### src/rtl/mux_arb_pkg.sv
// Shared types and helpers for the four-requester round-robin mux arbiter.
package mux_arb_pkg;

  localparam int unsigned NREQ = 4;

  typedef logic [1:0] sel_t;

  typedef enum logic {ARB_IDLE, ARB_BUSY} arb_state_t;

  function automatic logic [NREQ-1:0] onehot(input sel_t s);
    return NREQ'(1) << s;
  endfunction

endpackage

### src/rtl/mux_4_1.sv
// One-bit 4:1 multiplexer; replicated per data bit by the arbiter datapath.
module mux_4_1 (
  input  logic [1:0] sel,
  input  logic       d0,
  input  logic       d1,
  input  logic       d2,
  input  logic       d3,
  output logic       y
);

  always_comb begin
    y = d0;
    unique case (sel)
      2'd0: y = d0;
      2'd1: y = d1;
      2'd2: y = d2;
      2'd3: y = d3;
      default: y = d0;
    endcase
  end

endmodule

### src/rtl/rr_pick4.sv
// Rotating-priority pick among four requests, starting the search at ptr.
module rr_pick4
  import mux_arb_pkg::*;
(
  input  logic [NREQ-1:0] req,
  input  sel_t            ptr,
  output logic            found,
  output sel_t            winner
);

  sel_t idx;

  always_comb begin
    found  = 1'b0;
    winner = '0;
    idx    = '0;
    for (int i = 0; i < NREQ; i++) begin
      idx = ptr + sel_t'(i);
      if (!found && req[idx]) begin
        found  = 1'b1;
        winner = idx;
      end
    end
  end

endmodule

### src/rtl/mux_rr_arbiter.sv
// Round-robin arbiter driving the select of a DW-bit 4:1 mux with valid/ready handshake.
// Define MUX_ARB_HOLD_EN to let a grant keep up to MAX_HOLD consecutive beats.
module mux_rr_arbiter
  import mux_arb_pkg::*;
#(
  parameter int unsigned DW       = 8,
  parameter int unsigned MAX_HOLD = 4
) (
  input  logic            clk,
  input  logic            rst_n,
  input  logic [NREQ-1:0] req,
  input  logic [DW-1:0]   data_a,
  input  logic [DW-1:0]   data_b,
  input  logic [DW-1:0]   data_c,
  input  logic [DW-1:0]   data_d,
  output logic [NREQ-1:0] ack,
  output logic [NREQ-1:0] gnt,
  output logic [1:0]      sel,
  output logic            out_valid,
  output logic [DW-1:0]   out_data,
  input  logic            out_ready
);

  if (MAX_HOLD == 0) begin : g_bad_hold
    $error("mux_rr_arbiter: MAX_HOLD must be >= 1");
  end

  arb_state_t      state, state_nxt;
  sel_t            ptr, ptr_nxt;
  sel_t            sel_nxt;
  logic [NREQ-1:0] gnt_nxt;
  sel_t            rot_ptr;
  logic            idle_found, rot_found;
  sel_t            idle_winner, rot_winner;
  logic            xfer;
  logic            advance;

  assign rot_ptr = sel + sel_t'(1);
  assign xfer    = (state == ARB_BUSY) && req[sel] && out_ready;

  // Two arbitration points: fresh start from ptr, and hand-off after the current owner
  rr_pick4 u_pick_idle (.req(req), .ptr(ptr),     .found(idle_found), .winner(idle_winner));
  rr_pick4 u_pick_rot  (.req(req), .ptr(rot_ptr), .found(rot_found),  .winner(rot_winner));

`ifdef MUX_ARB_HOLD_EN
  localparam int unsigned HCW = (MAX_HOLD > 1) ? $clog2(MAX_HOLD) : 1;
  logic [HCW-1:0] hold_cnt, hold_cnt_nxt;
  logic           keep;

  assign keep = xfer && (hold_cnt < HCW'(MAX_HOLD - 1));

  always_ff @(posedge clk or negedge rst_n) begin
    if (!rst_n) hold_cnt <= '0;
    else        hold_cnt <= hold_cnt_nxt;
  end
`endif

  always_ff @(posedge clk or negedge rst_n) begin
    if (!rst_n) begin
      state <= ARB_IDLE;
      gnt   <= '0;
      sel   <= '0;
      ptr   <= '0;
    end else begin
      state <= state_nxt;
      gnt   <= gnt_nxt;
      sel   <= sel_nxt;
      ptr   <= ptr_nxt;
    end
  end

  always_comb begin
    state_nxt = state;
    gnt_nxt   = gnt;
    sel_nxt   = sel;
    ptr_nxt   = ptr;
    ack       = '0;
    out_valid = 1'b0;
    advance   = 1'b0;
`ifdef MUX_ARB_HOLD_EN
    hold_cnt_nxt = hold_cnt;
`endif
    unique case (state)
      ARB_IDLE: begin
        gnt_nxt = '0;
        if (idle_found) begin
          state_nxt = ARB_BUSY;
          sel_nxt   = idle_winner;
          gnt_nxt   = onehot(idle_winner);
        end
      end
      ARB_BUSY: begin
        out_valid = req[sel];
        ack[sel]  = xfer;
        advance   = xfer || !req[sel];
`ifdef MUX_ARB_HOLD_EN
        if (keep) begin
          advance      = 1'b0;
          hold_cnt_nxt = hold_cnt + HCW'(1);
        end else if (advance) begin
          hold_cnt_nxt = '0;
        end
`endif
        // Hand-off: rotate past the current owner and re-arbitrate without a bubble
        if (advance) begin
          ptr_nxt = rot_ptr;
          if (rot_found) begin
            sel_nxt = rot_winner;
            gnt_nxt = onehot(rot_winner);
          end else begin
            state_nxt = ARB_IDLE;
            gnt_nxt   = '0;
          end
        end
      end
      default: begin
        state_nxt = ARB_IDLE;
        gnt_nxt   = '0;
      end
    endcase
  end

  for (genvar i = 0; i < DW; i++) begin : g_mux
    mux_4_1 u_mux (
      .sel (sel),
      .d0  (data_a[i]),
      .d1  (data_b[i]),
      .d2  (data_c[i]),
      .d3  (data_d[i]),
      .y   (out_data[i])
    );
  end

endmodule

### config.mk
export PLATFORM = sky130hd
export DESIGN_NAME = mux_rr_arbiter
export DESIGN_NICKNAME = d
export VERILOG_FILES = /design/src/rtl/mux_arb_pkg.sv /design/src/rtl/mux_4_1.sv /design/src/rtl/rr_pick4.sv /design/src/rtl/mux_rr_arbiter.sv
export SDC_FILE = /design/constraint.sdc
export NUM_CORES = 1
export LEC_CHECK = 0
export BUFFER_PORTS_ARGS = -buffer_cell sky130_fd_sc_hd__buf_2
export CAP_MARGIN = 10
export CORE_ASPECT_RATIO = 0.8
export CORE_MARGIN = 4
export CORE_UTILIZATION = 43
export CTS_BUF_LIST = sky130_fd_sc_hd__clkbuf_8 sky130_fd_sc_hd__clkbuf_16
export DETAILED_ROUTE_END_ITERATION = 7
export GPL_TIMING_DRIVEN = 0
export PLACE_DENSITY_LB_ADDON = 0.3
export SLEW_MARGIN = 40
export SYNTH_ARGS = -nofsm -noshare
export SYNTH_HDL_FRONTEND = slang
export SYNTH_SLANG_ARGS = --single-unit
### constraint.sdc
create_clock -name clk -period 2.7 [get_ports clk]
set_input_delay 0.54 -clock clk [delete_from_list [all_inputs] [get_ports clk]]
set_output_delay 0.54 -clock clk [all_outputs]
set_load 0.02 [all_outputs]
== Word-level counts from Yosys, hierarchy flattened ==
Cells that the tools add are included.
Storage, ports and cells
  bits in registers: 9
  input port bits: 39
  logic and storage cells: 109
Operators by class
  add/sub/neg operators: 7
  magnitude comparators: 10
  equal/unequal tests: 6
  shift-type cells: 2
  multiplexer cells: 58
  bitwise logic cells: 2
  reductions and logical operators: 20
Operators with widths (number)
  1-bit one-hot mux with 4 select lines: 8
  2-bit by 3-bit < comparator with 1-bit output (second input constant): 9
  1-bit two-way mux: 22
  2-bit two-way mux: 11
  1-bit binary-select mux with 2-bit select: 9
  4-bit two-way mux: 4
  1-bit logical AND: 9
  2-bit adder (second input constant): 4
  4-bit one-hot mux with 2 select lines: 1
  1-bit by 2-bit left shift with 4-bit output (first input constant): 2
  1-bit logical NOT: 7
  2-bit by 1-bit adder with 2-bit output (second input constant): 3
  4-bit bitwise AND: 1
  2-bit equality test (second input constant): 2
  2-bit by 1-bit != test with 1-bit output (second input constant): 2
  2-bit one-hot mux with 2 select lines: 1
  3-bit AND reduction: 1
  1-bit demux with 2-bit select: 1
  2-bit by 1-bit equality test with 1-bit output (second input constant): 1
  2-bit by 1-bit >= comparator with 1-bit output (second input constant): 1
  2-bit logical NOT: 1
  2-bit != test (second input constant): 1
  1-bit one-hot mux with 2 select lines: 1
  2-bit AND reduction: 1
  2 further kinds: 2

== Depth between registers and ports, before layout ==
Gate-level depths: netlist of run 1.
  depth after elaboration: 17
  mapped depth: 7
  mapped depth without buffers: 7

== Modules after synthesis ==
From an unflattened synthesis of run 1, not the netlist that was laid out.
Second synthesis, totals
  cell total of the unflattened synthesis: 88
  area, all modules: 902.1 sq um
Modules (own cells, without submodules)
  mux_rr_arbiter: times used 1, cells each 50, area each 566.8 sq um, sequential area each 225.2 sq um
  mux_4_1: times used 8, cells each 1, area each 22.5 sq um, sequential area each 0.0 sq um
  rr_pick4: times used 2, cells each 15, area each 77.6 sq um, sequential area each 0.0 sq um

== Least setup slack after synthesis of run 1 ==
OpenSTA, ideal clock, no wires.
  kind: register -> output
  start: register sel[0]
  end: output port out_data[2]
  arrival: 1659 ps
  data required time: 2160 ps
  setup slack: 501 ps
  stages on the path, launching flop included: 7
  buffers on the path: 2
  path through: dfrtp_1 inv_1 ha_1 clkbuf_1 a222oi_1 mux2i_1 buf_4
Between the ends
  cells in the longest elaborated chain, start to end: 2
RTL lines
  from (decl): line mux_rr_arbiter.sv:18  | output logic [1:0] sel,
  from (signal assigned): line mux_rr_arbiter.sv:67  | sel <= sel_nxt;
  2-bit equality test, or another cell as far along: line mux_4_1.sv:13  | unique case (sel)
  1-bit one-hot mux with 4 select lines *: line mux_4_1.sv:13
  to (decl): line mux_rr_arbiter.sv:20  | output logic [DW-1:0] out_data,
Mark *: on every way between the ends. The rest lies on a longest branch, timed or not.

== Worst setup path in the final report of run 1 ==
Ends and elaborated chain as after synthesis.

==> flow_summary.toml, run 1 <==
[yosys]
syn_nets = 157
synth_xor_area_share_pct = 0
yosysSeqAreaShare_pct = 22.90
yosys.area_share.adder_pct = 6.361
yosysUniqueCellTypes = 34
synth_edf_count = 0
syn_area_um2 = 983.4
ys_ff_latch = 9
synth-simple-area-share_pct = 13.74
muxShareOfSynthArea_pct = 14.63
synth.avg_cell_area_um2 = 8.703
synth_compound_area_share_pct = 26.59
yosysWarnings = 0
synthArstFlopShare_pct = 100.0
synth_cells = 113
synth_top_family_by_area = "compound AO/OA/AOI/OAI gates"
synth_ff_type = "dfrtp_1"

[global_routing]
first_global_vias = 1040
grt_antenna_before_repair = 0
gr-usage-all-layers_pct = 20.34
overflow = 0
grt_pass1_wl_um = 4774
grt_max_degree = 12

[worst_setup_path]
regToRegEndpoint = "gnt[0]"
start_kind = "flop"
cp_max_fo = 9
crit_chain = "inv_1, ha_1, clkbuf_1, a222oi_1, mux2i_1, buf_4, buf_2"
cpPeakStageDelay_ps = 430
worstSetupPathType = "flop to primary output"
crit_path_end_kind = "primary output"
reg2reg_slack_ps = 470
worst-r2r-cell-count = 6
required_ps = 2160
r2r_start = "sel[0]"
crit_slowest_cell = "dfrtp_2"
cp_data_arrival_time_ps = 2070

[floorplanning]
start_util_pct = 45.57
boundaryPins = 58
die_height_um = 50.78
core_area_um2 = 2158
fp-row-count = 15
dieArea_um2 = 3121
die_w_um = 61.47

[routing]
vias_per_cell = 5.596
drt_iter0_drc = 93
route.vias.total = 1108
wl_um = 2995
first_pass_iters = 6
wire_per_inst_um = 15.13
ant_nets = 0
drc = 0

[timing]
finalHoldViolations = 0
tns_ps = 0
drv_slew = 0
skew_ps = 0.6426
finalCriticalPeriod_ps = 2608
finalCritPeriodShare_pct = 96.58
setup_viol = 0
slew_headroom_pct = 57.17
max_freq_ghz = 0.3835
hold_ws_ps = 145.7
worst_pin_slew_ps = 637.5

[cts]
tritoncts = "yes"
cts_sinks = 9
htreeDepth = 1
ctsHoldBuffers = 0
cts-root-buf = "clkbuf_8"
clk_latency_ps = 230
ctsLongestPathBuffers = 2
cts_buffers = 3
path_clk_slew_ps = 40

[layout]
diodes = 0
multi_input_area_um2 = 603.1
layout.nets = 218
layout-drive-gt1-share_pct = 48.55
fillCellCount = 197
syn2layout_area_growth_pct = 37.15
seq_area_um2 = 227.7

[place]
dp_hpwl_um = 2342
io_buffer_count = 55
globalplace.congestion = 0.7923

[power]
p_sw_w = 0.0007787
p_leak_nw = 0.7535
intPower_w = 0.0008481
ir_worst_vdd_uv = 828.8
p_seq_share_pct = 16.1
p_sw_share_pct = 47.87
combPwrFrac_pct = 74.5
power_frac_clock_pct = 9.3
power.density_nw_per_um2 = 1206

[outcome]
status = "completed"

[job]
drv_cap = 0

[min_path]
hp-class = "primary input to asynchronous set/reset pin"
-- cells in the mapped netlist (2+ instances only) --
master,number,area [um2]
a21oi_1,8,40.04
a222oi_1,8,80.08
a22o_1,2,17.52
a32oi_1,2,17.52
and3_2,5,37.54
buf_4,8,60.06
buf_6,2,22.52
clkbuf_1,4,15.01
dfrtp_1,9,225.2
ha_1,5,62.56
inv_1,14,52.55
mux2i_1,11,110.1
nand2_1,2,7.510
nand2b_1,2,12.51
nand3_1,2,10.01
nand3b_1,2,15.01
nor2_1,7,26.28
o21a_1,2,15.01
o21ai_1,2,10.01
o32ai_1,2,17.52
-- metrics by stage --
stage / setup WS (ps) / utilization [%] / area (um2) / power, W / cells
2_1_floorplan: 501.1 / - / 983.4 / 0.001126 / 113
3_3_place_gp: 321.7 / 59.77 / 1290 / 0.001384 / 193
3_5_place_dp: 192.8 / 59.77 / 1290 / 0.001432 / 193
4_1_cts: 57.78 / 61.91 / 1336 / 0.001601 / 197
5_1_grt: -0.06684 / 62.49 / 1349 / 0.001750 / 198
6_report: 92.35 / 62.49 / 1349 / 0.001627 / 198
-- worst max path at each step --
stage,from,to,slack (ps),depth (start not counted)
floorplan,sel[0],out_data[2],500,6
global placement,sel[0],out_data[2],320,7
detailed placement,sel[0],out_data[2],190,7
CTS,sel[0],out_data[2],60,7
global route,sel[0],out_data[6],-0.07,7
finish,sel[0],out_data[2],90,7
-- placed cells by master (no fill, tap or decap), drive strengths merged, types with 2 or more instances in the layout --
cell type,instances
buf,68
nand2b,2
nor2,7
a222oi,8
a32oi,2
inv,15
ha,5
mux2i,11
a22o,2
o21a,2
nand2,2
a21oi,8
nand3b,2
and3,6
nand3,2
dfrtp,9
clkbuf,6
o21ai,3
o32ai,2
-- cell families (layout without fill, tap and decap cells) --
| family | Yosys count | count (layout) |
|---|---|---|
| compound gates | 33 | 33 |
| fa+ha+maj | 5 | 5 |
| buf+inv | 29 | 89 |
| flops | 9 | 9 |
| mux | 13 | 13 |
| simple gates | 24 | 24 |
-- power by group through the flow --
stage                     clock network [W]  logic, W  registers [W]
after floorplan                           0  0.000832       0.000294
after global placement                    0   0.00112       0.000260
after detailed placement                  0   0.00117       0.000264
after CTS                          0.000155   0.00118       0.000266
after global routing               0.000163   0.00131       0.000274
final                              0.000152   0.00121       0.000263
-- registers in the layout, summed over array words and instances (netlist names) --
| name | cells |
|---|---|
| ptr | 2 |
| gnt | 4 |
| state | 1 |
| sel | 2 |
-- worst max-delay path: cells and delay by family (launching register included) --
family	cells	cell delay (ps)
flops	1	430
compound gates	1	420
mux	1	130
fa+ha+maj	1	210
buf+inv	4	640
-- layout make-up --
class / instances / share of cell area (%)
clock buffer: 3 / 3.061
tap: 25 / 2.319
sequential: 9 / 16.88
multi-input combinational: 75 / 44.71
clock inverter: 1 / 0.2783
timing repair buffer: 57 / 21.52
buffer: 14 / 7.328
inverter: 14 / 3.896
-- metal layers --
metal	GRT usage, %	wire (um)	up-vias
met5	0	0	-
met4	3.180	11	0
met3	4.370	239	2
met2	38.20	1593	45
met1	23.33	1150	526
li1	-	-	535
-- timing repair --
item | CTS | global route
resized for setup | 1 | 1
pin swaps | 0 | 1
endpoints found under the setup margin | 3 | 4
buffers inserted | 0 | 2
(Power assumes the default switching activity.)
==> run 2: changes to the inputs <==
- CAP_MARGIN: 10 -> 20
- CORE_UTILIZATION: 43 -> 25
==> flow_summary.toml, run 2 (synthesized netlist as in run 1, its figures left out) <==
[floorplanning]
die_w_um = 78.12
start_util_pct = 25.86
dieArea_um2 = 5007
core_area_um2 = 3804
boundaryPins = 58
fp-row-count = 20
die_height_um = 64.10

[worst_setup_path]
cp_max_fo = 9
crit_path_end_kind = "primary output"
crit_buf_inv = 4
required_ps = 2160
cpPeakStageDelay_ps = 450
cp_data_arrival_time_ps = 2030
worstSetupPathType = "flop to primary output"
crit_family = "buffers and inverters"
crit_chain = "inv_1, ha_1, clkbuf_1, a222oi_1, mux2i_1, buf_4, buf_2"
crit_slowest_cell = "dfrtp_2"
start_kind = "flop"

[layout]
final_area_um2 = 1396
diodes = 0
largest_reg_flops = 4
fillCellCount = 433
layout.nets = 220
largestRegisters = "gnt: 4 flops, ptr: 2 flops, sel: 2 flops"
top_register = "gnt"
final_cell_mix = "buf_2, inv_1, mux2i_1, buf_4"
final_common_cell = "buf_2"
layout-drive-gt1-share_pct = 48.00
syn2layout_area_growth_pct = 41.98

[routing]
vias_per_cell = 4.717
route.vias.total = 1085
wl_um = 2866
ant_nets = 0
drc = 0
first_pass_iters = 8
drt_iter0_drc = 84
wire_per_inst_um = 12.46

[cts]
ctsLongestPathBuffers = 2
ctsHoldBuffers = 0
path_clk_slew_ps = 50
htreeDepth = 1
cts-root-buf = "clkbuf_8"
tritoncts = "yes"
clk_latency_ps = 230
cts_sinks = 9
cts_buffers = 3

[timing]
hold_ws_ps = 148.7
finalCritPeriodShare_pct = 95.05
finalHoldViolations = 0
max_freq_ghz = 0.3897
worst_pin_slew_ps = 578.8
skew_ps = 2.810
rsz0062_at_grt = "false"
fin_ws_ps = 133.6
tns_ps = 0
slew_headroom_pct = 61.11
drv_slew = 0
setup_viol = 0
finalCriticalPeriod_ps = 2566

[global_routing]
overflow = 0
grt_max_degree = 12
grt_use_met1_pct = 14.14
grt_use_met2_pct = 18.80
grt-busiest-layer = "met2"
grtUsageMet3_pct = 2.535
gr-usage-all-layers_pct = 11.13
first_global_vias = 1021
grt_pass1_wl_um = 4526
grt_antenna_before_repair = 0

[place]
dp_hpwl_um = 2304
globalplace.congestion = 0.7758
placed_cell_area_um2 = 1328
io_buffer_count = 55
pre_cts_slack_ps = 184.0

[power]
ir_worst_vdd_uv = 251.1
p_leak_nw = 0.7605
report.power.total_w = 0.001612
power.density_nw_per_um2 = 1155

[job]
drv_cap = 0

[min_path]
hp-class = "primary input to asynchronous set/reset pin"

[outcome]
status = "completed"
==> run 2: cell count changes in the layout (fill, tap and decap cells not counted), sizes merged <==
cell	previous run	this run
clkbuf	6	7
buf	68	69
==> run 2: where the power goes <==
| group | switching (W) | total, W | internal, W |
|---|---|---|---|
| logic | 0.000636 | 0.00120 | 0.000560 |
| registers | 0.0000709 | 0.000264 | 0.000193 |
| clock network | 0.0000544 | 0.000153 | 0.0000991 |
==> run 2: metrics by stage <==
stage,util (%),std cells
after global placement,34.90,223
final,36.71,230
after CTS,36.12,227
after global routing,36.71,230
after detailed placement,34.90,223
after floorplan,-,113
==> run 2: timing repair <==
item                                    in CTS  in global routing
pin swaps                                    0                  2
hold endpoints to repair                     0                  0
endpoints found under the setup margin       8                  6
setup buffers                                0                  3
resized for setup                            1                  0
==> run 2: path summary, 6_finish.rpt <==
kind,depth (start not counted),slack (ps),end,from
max in group asynchronous,1,2350,sel[0],rst_n
min,1,150,gnt[1],rst_n
min reg2reg,2,500,gnt[1],gnt[1]
max reg2reg,6,450,gnt[0],sel[0]
min in group clk,2,500,gnt[1],gnt[1]
max,7,130,out_data[3],sel[0]
==> run 2: routing by layer <==
metal	wire (um)	share of wire (%)
met5	0	0
met4	25	0.87
met3	136	4.7
met2	1420	50
met1	1283	45
==> run 2: layout make-up <==
cell class	instances	area, um2	area share [%]
buffer	15	102.6	7.348
clock inverter	1	3.754	0.2688
clock buffer	3	41.29	2.957
multi-input combinational	75	603.1	43.19
timing repair buffer	58	297.8	21.33
tap	55	68.82	4.928
sequential	9	226.5	16.22
inverter	14	52.55	3.763
